## src/rtl/seq_det_pkg.sv

```systemverilog
// Shared types and constants for the programmable serial pattern detector.
package seq_det_pkg;

    typedef enum logic [1:0] {
        IDLE = 2'd0,
        HUNT = 2'd1,
        DONE = 2'd2
    } state_e;

    localparam logic [1:0] ST_NONE = 2'b00;
    localparam logic [1:0] ST_HIT  = 2'b01;
    localparam logic [1:0] ST_TMO  = 2'b10;
    localparam logic [1:0] ST_ABT  = 2'b11;

endpackage

```

## src/rtl/seq_match_core.sv

```systemverilog
// Bit history, fill tracking and variable-length pattern compare.
// The match output is combinational from d_i so the controller can
// raise a Mealy strobe on the completing bit.
module seq_match_core
    import seq_det_pkg::*;
#(
    parameter int PAT_W = 8,
    parameter int LEN_W = $clog2(PAT_W) + 1
) (
    input  logic             clk_i,
    input  logic             rst_ni,
    input  logic             d_i,
    input  logic             d_valid_i,
    input  logic             en,
    input  logic [PAT_W-1:0] pat,
    input  logic [LEN_W-1:0] len,
    input  logic             ovl,
    input  logic             clr,
    output logic             match
);

    localparam logic [LEN_W-1:0] FILL_MAX = LEN_W'(PAT_W - 1);

    logic [PAT_W-1:0] hist_q;
    logic [LEN_W-1:0] fill_q;
    logic [PAT_W-1:0] cand;
    logic [PAT_W-1:0] mask;
    logic             full;

    // Candidate window = history shifted with the incoming bit; only the
    // low len bits take part in the compare.
    always_comb begin
        mask = '0;
        for (int i = 0; i < PAT_W; i++) begin
            mask[i] = (LEN_W'(i) < len);
        end
        cand    = hist_q << 1;
        cand[0] = d_i;
        full    = (fill_q >= (len - LEN_W'(1)));
        match   = en & d_valid_i & full & ((cand & mask) == (pat & mask));
    end

    // History shifts on every accepted bit; fill restarts after a match
    // only in non-overlapping mode, otherwise saturates.
    always_ff @(posedge clk_i or negedge rst_ni) begin
        if (!rst_ni) begin
            hist_q <= '0;
            fill_q <= '0;
        end else if (clr) begin
            hist_q <= '0;
            fill_q <= '0;
        end else if (en && d_valid_i) begin
            hist_q <= cand;
            if (match && !ovl) begin
                fill_q <= '0;
            end else if (fill_q != FILL_MAX) begin
                fill_q <= fill_q + LEN_W'(1);
            end
        end
    end

endmodule

```

## src/rtl/seq_det_ctrl.sv

```systemverilog
// Programmable serial pattern-detection controller: config handshake,
// run FSM, match/window counters and terminal status reporting.
module seq_det_ctrl
    import seq_det_pkg::*;
#(
    parameter int PAT_W = 8,
    parameter int CNT_W = 8,
    parameter int WIN_W = 16,
    localparam int LEN_W = $clog2(PAT_W) + 1
) (
    input  logic             clk_i,
    input  logic             rst_ni,
    input  logic             cfg_valid_i,
    output logic             cfg_ready_o,
    input  logic [PAT_W-1:0] cfg_pat_i,
    input  logic [LEN_W-1:0] cfg_len_i,
    input  logic             cfg_ovl_i,
    input  logic [CNT_W-1:0] cfg_target_i,
    input  logic [WIN_W-1:0] cfg_window_i,
    input  logic             start_i,
    input  logic             abort_i,
    input  logic             d_i,
    input  logic             d_valid_i,
    output logic             sd_o,
    output logic [CNT_W-1:0] match_cnt_o,
    output logic             busy_o,
    output logic             done_o,
    output logic [1:0]       status_o
);

    state_e           state_q, state_d;
    logic [PAT_W-1:0] pat_q;
    logic [LEN_W-1:0] len_q;
    logic             ovl_q;
    logic [CNT_W-1:0] target_q;
    logic [WIN_W-1:0] window_q;
    logic             cfg_ok_q;

    logic [CNT_W-1:0] cnt_q;
    logic [WIN_W-1:0] win_q;
    logic [1:0]       status_q, status_d;

    logic             core_en;
    logic             match;
    logic             run_clr;
    logic             cnt_inc;
    logic             win_inc;
    logic             hit;
    logic             tmo;

    seq_match_core #(
        .PAT_W (PAT_W),
        .LEN_W (LEN_W)
    ) u_core (
        .clk_i     (clk_i),
        .rst_ni    (rst_ni),
        .d_i       (d_i),
        .d_valid_i (d_valid_i),
        .en        (core_en),
        .pat       (pat_q),
        .len       (len_q),
        .ovl       (ovl_q),
        .clr       (run_clr),
        .match     (match)
    );

    // Configuration is only taken while idle; length validity is
    // resolved once here so the FSM just checks a flag.
    always_ff @(posedge clk_i or negedge rst_ni) begin
        if (!rst_ni) begin
            pat_q    <= '0;
            len_q    <= '0;
            ovl_q    <= 1'b0;
            target_q <= '0;
            window_q <= '0;
            cfg_ok_q <= 1'b0;
        end else if (state_q == IDLE && cfg_valid_i) begin
            pat_q    <= cfg_pat_i;
            len_q    <= cfg_len_i;
            ovl_q    <= cfg_ovl_i;
            target_q <= cfg_target_i;
            window_q <= cfg_window_i;
            cfg_ok_q <= (cfg_len_i != '0) && (cfg_len_i <= LEN_W'(PAT_W));
        end
    end

    // State and status registers.
    always_ff @(posedge clk_i or negedge rst_ni) begin
        if (!rst_ni) begin
            state_q  <= IDLE;
            status_q <= ST_NONE;
        end else begin
            state_q  <= state_d;
            status_q <= status_d;
        end
    end

    // Next state and run control; abort outranks target, target outranks
    // timeout when both land on the same bit.
    always_comb begin
        state_d  = state_q;
        status_d = status_q;
        core_en  = 1'b0;
        run_clr  = 1'b0;
        cnt_inc  = 1'b0;
        win_inc  = 1'b0;
        hit      = 1'b0;
        tmo      = 1'b0;
        case (state_q)
            IDLE: begin
                if (start_i && cfg_ok_q) begin
                    state_d  = HUNT;
                    status_d = ST_NONE;
                    run_clr  = 1'b1;
                end
            end
            HUNT: begin
                core_en = ~abort_i;
                if (abort_i) begin
                    state_d  = DONE;
                    status_d = ST_ABT;
                end else if (d_valid_i) begin
                    win_inc = 1'b1;
                    cnt_inc = match;
                    hit = match && (target_q != '0) &&
                          (CNT_W'(cnt_q + CNT_W'(1)) == target_q);
                    tmo = (window_q != '0) &&
                          (WIN_W'(win_q + WIN_W'(1)) == window_q);
                    if (hit) begin
                        state_d  = DONE;
                        status_d = ST_HIT;
                    end else if (tmo) begin
                        state_d  = DONE;
                        status_d = ST_TMO;
                    end
                end
            end
            DONE: state_d = IDLE;
            default: state_d = IDLE;
        endcase
    end

    // Match and window counters, both saturating, cleared on run start.
    always_ff @(posedge clk_i or negedge rst_ni) begin
        if (!rst_ni) begin
            cnt_q <= '0;
            win_q <= '0;
        end else if (run_clr) begin
            cnt_q <= '0;
            win_q <= '0;
        end else begin
            if (cnt_inc && cnt_q != '1) cnt_q <= cnt_q + CNT_W'(1);
            if (win_inc && win_q != '1) win_q <= win_q + WIN_W'(1);
        end
    end

    assign sd_o        = match;
    assign match_cnt_o = cnt_q;
    assign status_o    = status_q;
    assign busy_o      = (state_q != IDLE);
    assign done_o      = (state_q == DONE);
    assign cfg_ready_o = rst_ni & (state_q == IDLE);

endmodule

```

## config.mk

```make
export PLATFORM = sky130hd
export DESIGN_NAME = seq_det_ctrl
export DESIGN_NICKNAME = d
export VERILOG_FILES = /design/src/rtl/seq_det_pkg.sv /design/src/rtl/seq_match_core.sv /design/src/rtl/seq_det_ctrl.sv
export SDC_FILE = /design/constraint.sdc
export NUM_CORES = 1
export LEC_CHECK = 0
export CORE_MARGIN = 3
export CORE_UTILIZATION = 51
export DETAILED_ROUTE_END_ITERATION = 7
export GPL_TIMING_DRIVEN = 0
export PLACE_DENSITY = 0.83
export SLEW_MARGIN = 0
export SYNTH_ARGS = -nofsm -noshare
export SYNTH_HDL_FRONTEND = slang
export SYNTH_SLANG_ARGS = --single-unit
export TNS_END_PERCENT = 30
```

## constraint.sdc

```tcl
create_clock -name clk_i -period 2.5 [get_ports clk_i]
set_input_delay 0.5 -clock clk_i [delete_from_list [all_inputs] [get_ports clk_i]]
set_output_delay 0.5 -clock clk_i [all_outputs]
set_load 0.05 [all_outputs]
```

==> results of run 1 <==
==> cell families (layout without fill, tap and decap cells) <==
group	count (synthesis)	count (layout)	synth area share, %
fa+ha+maj	10	10	2.73
flops	77	77	42.1
compound gates	96	96	14.1
mux	41	41	9.97
xor+xnor	41	41	7.84
buf+inv	42	129	3.85
simple gates	162	162	19.4
==> repair_timing <==
action	4_1_cts	5_1_grt
hold buffers	0	0
cloned	0	0
setup buffers	6	10
endpoints found under the setup margin	31	25
pin swaps	8	11
resized for setup	20	23
==> sequential cells by signal, summed over array words and instances, names as in the netlist <==
name,cells
u_core.fill_q,4
u_core.hist_q,7
pat_q,8
win_q,16
status_o,2
target_q,8
cfg_ok_q,1
state_q,2
window_q,16
ovl_q,1
match_cnt_o,8
len_q,4
==> how the worst max path moves through the flow <==
| stage | from | end |
|---|---|---|
| finish | len_q[0] | sd_o |
| global route | len_q[0] | sd_o |
| CTS | len_q[1] | sd_o |
| detailed placement | abort_i | sd_o |
| global placement | rst_ni | cfg_ready_o |
| floorplan | win_q[0] | status_o[1] |
==> power by group through the flow <==
stage	clock network [mW]	logic [mW]	registers (mW)
2_1_floorplan	0	1.64	2.04
3_3_place_gp	0	2.12	2.08
3_5_place_dp	0	2.22	2.10
4_1_cts	1.08	2.30	2.11
5_1_grt	1.15	2.68	2.17
6_report	1.08	2.47	2.12
==> stage by stage <==
stage               util (%)  power (mW)
finish                  68.9        5.66
global route            68.9        6.00
CTS                     66.6        5.48
detailed placement      62.9        4.32
global placement        62.6        4.19
floorplan                  -        3.68
==> routing by layer <==
metal | GRT usage, % | vias to the layer above | share of wire, %
met5 | 0 | - | 0
met3 | 5.40 | 40 | 5.8
met4 | 9.43 | 0 | 3.0
met2 | 37.6 | 172 | 49
li1 | - | 1873 | -
met1 | 32.2 | 1938 | 42
==> worst max-delay path, delay by kind of cell, from the launching register on <==
| family | cells | cell delay, ps |
|---|---|---|
| adder cells (fa/ha/maj) | 2 | 590 |
| AO/OA/AOI/OAI | 3 | 630 |
| AND/OR/NAND/NOR | 1 | 60 |
| flip-flops | 1 | 440 |
| buffers and inverters | 2 | 270 |
==> area by class of cell <==
| class | instances | area [um2] | share of cell area (%) |
|---|---|---|---|
| clock buffers | 9 | 124 | 2.12 |
| plain buffers | 25 | 115 | 1.97 |
| clock inverters | 7 | 98.8 | 1.69 |
| multi-input cells | 350 | 2660 | 45.5 |
| flip-flops and latches | 77 | 1930 | 33.1 |
| repair buffers | 74 | 727 | 12.5 |
| inverters | 14 | 52.6 | 0.901 |
| well taps | 105 | 131 | 2.25 |
==> placed cells by master (no fill, tap or decap), drive strengths merged, types with 6 or more instances in the layout <==
cell type / count
buf: 31
nor4: 11
a21oi: 13
xor2: 13
ha: 10
xnor2: 28
inv: 15
clkdlybuf4s50: 54
and3: 6
nor3: 13
nand4: 9
nand3: 27
mux2: 37
nor2: 21
o31ai: 7
nand2: 39
clkbuf: 22
dfrtp: 77
o21ai: 28
==> results.py, run 1 <==
metrics = {
    "worst_setup_path": {
        "crit_path_max_incr_delay_ps": 440,
        "worstReg2RegStart": "len_q[1]",
        "cp_slowest_cell": "dfrtp_1",
        "path_cells": "inv_1 > ha_1 > ha_1 > a21o_1 > a21o_1 > a21oi_2 > nor2_4 > buf_8",
        "worstPathRequired_ps": 2000,
        "cp-start-kind": "register",
        "reg2reg_depth": 9,
        "crit_path_max_fanout": 4,
        "regToRegSetupSlack_ps": -180,
        "critical_path_class": "reg2out",
        "r2r_end": "u_core.fill_q[0]",
        "end_kind": "output port",
        "cp.arrival_ps": 2350,
    },
    "cells_and_area": {
        "finalNonFillerCells": 661,
        "area_growth_pct": 27.4,
        "antenna-diode-count": 0,
        "nets": 605,
        "fillers": 617,
        "drive_above_1_share_pct": 21.8,
        "fin_area_um2": 5830,
    },
    "synthesis": {
        "netlist_instances": 469,
        "ys_top_cells_by_count": "dfrtp_1 (77), nand2_1 (39), mux2_2 (37), xnor2_1 (28), o21ai_0 (27)",
        "synth_flop_cell": "dfrtp_1",
        "ys_ff_latch": 77,
        "synth.yosys.warnings": 0,
        "syn-num-nets": 523,
        "synth_area_leaders": "dfrtp_1 (42%), mux2_2 (9.1%), xnor2_1 (5.4%)",
        "synthArstFlopShare_pct": 100,
        "mappedNetlistArea_um2": 4580,
        "synth_cell_types": 64,
        "synth_top_area_share_pct": 42.1,
        "yosys.area.top_type": "dfrtp_1",
        "synth_most_common_cell": "dfrtp_1",
        "synth_edf_count": 0,
        "ys_seq_area_share_pct": 42.1,
        "avgSynthCellArea_um2": 9.76,
    },
    "pwr": {
        "internal_power_mw": 3.40,
        "cellPowerDensity_nw_per_um2": 971,
        "power_leakage_nw": 2.39,
        "clkPwrFrac_pct": 19.0,
        "pwr-share-seq_pct": 37.4,
        "max-vdd-ir-drop_mv": 0.711,
        "power.net_switching_mw": 2.26,
        "comb_power_share_pct": 43.7,
        "swShare_pct": 39.9,
    },
    "sta": {
        "fin_crit_ps": 2850,
        "fin_crit_sh_pct": 114,
        "fin_ws_ps": -348,
        "skew_ps": 9.33,
        "setup_viol": 5,
        "clock.fmax_ghz": 0.351,
        "whs_ps": 36.2,
        "relSlewSlack_pct": 60.8,
        "worst_pin_slew_ps": 588,
        "rsz0062_at_grt": "yes",
        "slew_viol_final": 0,
        "hold_violations": 0,
        "fin_tns_setup_ps": -938,
    },
    "route": {
        "antenna_left": 0,
        "via_per_inst": 6.09,
        "first_iter_violations": 302,
        "vias": 4023,
        "drc": 0,
        "wl_um": 12000,
        "wire_per_inst_um": 18.2,
        "dr.pass1.iters": 5,
    },
    "clock_network": {
        "htree_levels": 3,
        "path_clk_slew_ps": 90,
        "cts_max_path_buffers": 2,
        "cts_buffers": 9,
        "cts_tree": "yes",
        "clk-insertion-delay-late_ps": 360,
        "cts_root_buffer": "clkbuf_8",
        "cts.sinks": 77,
    },
    "run": {
        "drv_cap": 0,
    },
    "global_route": {
        "antenna_found_initial": 0,
        "grt_pass1_wl_um": 19200,
        "grt_overflow": 0,
        "grt_pass1_vias": 3909,
        "grt_start_max_net_pins": 55,
        "track_usage_pct": 24.0,
    },
    "placed_design": {
        "port-buffer-count": 57,
        "dp.cells": 632,
        "placed_area_um2": 5330,
        "gp_congestion": 0.932,
        "dp_hpwl_um": 8180,
        "post-place-ws_ps": -1220,
    },
    "run_status": {
        "outcome": "finished, violations left",
        "violations": "setup timing",
    },
    "floorplan": {
        "io_pins": 58,
        "placementRows": 33,
        "fp.dieW_um": 101,
        "core_um2": 8460,
        "floorplan.die.height_um": 101,
        "dieArea_um2": 10200,
        "start_util_pct": 54.1,
    },
    "hold_path": {
        "min_path_type": "in2async",
    },
}
(Power assumes the default switching activity.)
==> run 2, diff against run 1 <==
--- a/config.mk
+++ b/config.mk
@@ -6,10 +6,10 @@
 export NUM_CORES = 1
 export LEC_CHECK = 0
 export CORE_MARGIN = 3
-export CORE_UTILIZATION = 51
+export CORE_UTILIZATION = 45
 export DETAILED_ROUTE_END_ITERATION = 7
 export GPL_TIMING_DRIVEN = 0
-export PLACE_DENSITY = 0.83
+export PLACE_DENSITY = 0.76
 export SLEW_MARGIN = 0
 export SYNTH_ARGS = -nofsm -noshare
 export SYNTH_HDL_FRONTEND = slang
==> run 2 against run 1 <==
Against the previous run:
- the run still ends with setup timing left
- wire length shrank 3.8%
- critical path depth decreased by 1
- die area is 13% higher
- final area rose by 0.79%
- final cell count rose by 4.4%
- power decreased by 1.3%
- combinational power fell by 3%
- first-iteration DRC count is 25% lower
- highest routed layer unchanged
==> results.py, run 2 (same netlist as run 1, synthesis figures left out) <==
metrics = {
    "placed_design": {
        "dp_hpwl_um": 8030,
        "gp_congestion": 0.904,
        "port-buffer-count": 57,
        "dp.cells": 660,
    },
    "global_route": {
        "grt_start_max_net_pins": 55,
        "grt_pass1_wl_um": 19200,
        "track_usage_pct": 20.8,
        "antenna_found_initial": 0,
        "grt_pass1_vias": 3975,
        "grt_overflow": 0,
    },
    "route": {
        "dr.pass1.iters": 5,
        "wire_per_inst_um": 16.7,
        "vias": 4016,
        "antenna_left": 0,
        "drc": 0,
        "via_per_inst": 5.82,
        "first_iter_violations": 228,
        "wl_um": 11600,
    },
    "run_status": {
        "outcome": "finished, violations left",
        "violations": "setup timing",
    },
    "floorplan": {
        "start_util_pct": 46.6,
        "io_pins": 58,
        "fp.dieW_um": 107,
        "core_um2": 9820,
        "floorplan.die.height_um": 107,
        "placementRows": 36,
        "dieArea_um2": 11400,
    },
    "sta": {
        "fin_tns_setup_ps": -778,
        "slew_viol_final": 0,
        "rsz0062_at_grt": "yes",
        "relSlewSlack_pct": 58.1,
        "hold_violations": 0,
        "fin_crit_sh_pct": 111,
        "skew_ps": 9.07,
        "setup_viol": 7,
        "fin_crit_ps": 2770,
        "worst_pin_slew_ps": 628,
        "clock.fmax_ghz": 0.361,
        "fin_ws_ps": -268,
    },
    "clock_network": {
        "holdBufCountCts": 0,
        "path_clk_slew_ps": 80,
        "cts_tree": "yes",
        "cts.sinks": 77,
        "clk-insertion-delay-late_ps": 360,
        "cts_max_path_buffers": 2,
        "htree_levels": 3,
        "cts_root_buffer": "clkbuf_8",
        "cts_buffers": 9,
    },
    "cells_and_area": {
        "antenna-diode-count": 0,
        "final_cell_mix": "dfrtp_1 (74), clkdlybuf4s50_1 (53), nand2_1 (39)",
        "final_common_cell": "dfrtp_1",
        "nets": 606,
        "drive_above_1_share_pct": 20.8,
        "top_regs": "win_q x16, window_q x16",
        "area_growth_pct": 28.4,
        "finalNonFillerCells": 690,
    },
    "worst_setup_path": {
        "critical_path_class": "in2out",
        "end_kind": "output port",
        "cp-start-kind": "primary input",
        "cp.arrival_ps": 2270,
        "crit_path_max_fanout": 5,
        "worstPathRequired_ps": 2000,
    },
    "hold_path": {
        "min_path_type": "in2async",
    },
    "pwr": {
        "power_leakage_nw": 2.42,
        "max-vdd-ir-drop_mv": 0.506,
        "cellPowerDensity_nw_per_um2": 951,
    },
    "run": {
        "drv_cap": 0,
    },
}
[run 2: changes by cell type in the layout (fill, tap and decap cells not counted), moves of 2 or more]
| cell | delta |
|---|---|
| buf_2 | -3 |
| clkbuf_1 | +3 |
| clkbuf_4 | +3 |
| clkbuf_8 | +3 |
| a21oi_2 | -2 |
| clkinv_4 | -2 |
| nor4_2 | -2 |
| nor4_4 | +2 |
| or3b_1 | +2 |
| or3b_4 | -2 |
[run 2: path summary, 6_finish.rpt]
kind	startpoint	endpoint	slack [ps]	cells after the start
min in group clk_i	u_core.hist_q[3]	u_core.hist_q[4]	520	2
setup / recovery	d_valid_i	sd_o	-270	7
setup reg to reg	len_q[1]	u_core.fill_q[0]	-220	9
max in group asynchronous	rst_ni	match_cnt_o[0]	1870	2
hold / removal	rst_ni	win_q[5]	50	1
hold reg to reg	u_core.hist_q[3]	u_core.hist_q[4]	520	2
[run 2: final cells by class]
cell class                      instances  area, um2
Fill cell                             877       3940
Tap cell                              133        166
Multi-Input combinational cell        350       2650
Sequential cell                        77       1930
Timing Repair Buffer                   73        714
Clock inverter                          3       67.6
Buffer                                 27        130
Clock buffer                           13        169
Inverter                               14       52.6
[run 2: critical path, cell delays in order]
cell and delay [ps]:
clkdlybuf4s50_1 590, nand4bb_4 150, a31oi_1 190, o221ai_1 160, or3_4 380, nor2_4 130
buf_8 160
[run 2: metal layers]
metal | track usage (%) | up-vias | wire, um
met5 | 0 | - | 0
met2 | 34.2 | 149 | 5650
li1 | - | 1874 | -
met4 | 8.13 | 0 | 301
met3 | 4.82 | 30 | 652
met1 | 26.8 | 1963 | 4950
[run 2: repair_timing]
action	in CTS	in global routing
gates resized for setup	23	20
setup endpoints to repair	32	25
gates cloned	0	0
setup buffers	5	10
pin swaps	7	6
[run 2: power by group]
group          internal, mW  leakage [nW]  switching (mW)  total (mW)
Clock                 0.645         0.116           0.476        1.12
Combinational          1.17          1.33            1.23        2.39
Sequential             1.65         0.966           0.423        2.08
[run 2: per-stage QoR]
step | power, mW | util, % | cell area [um2] | setup slack (ps) | hold slack, ps
2_1_floorplan | 3.68 | - | 4600 | -14.5 | 204
3_3_place_gp | 4.21 | 54.4 | 5340 | -2710 | 499
3_5_place_dp | 4.30 | 54.6 | 5360 | -1230 | 436
4_1_cts | 5.50 | 58.0 | 5690 | -258 | 55.0
5_1_grt | 5.95 | 59.9 | 5880 | -400 | 63.9
6_report | 5.59 | 59.9 | 5880 | -268 | 47.4
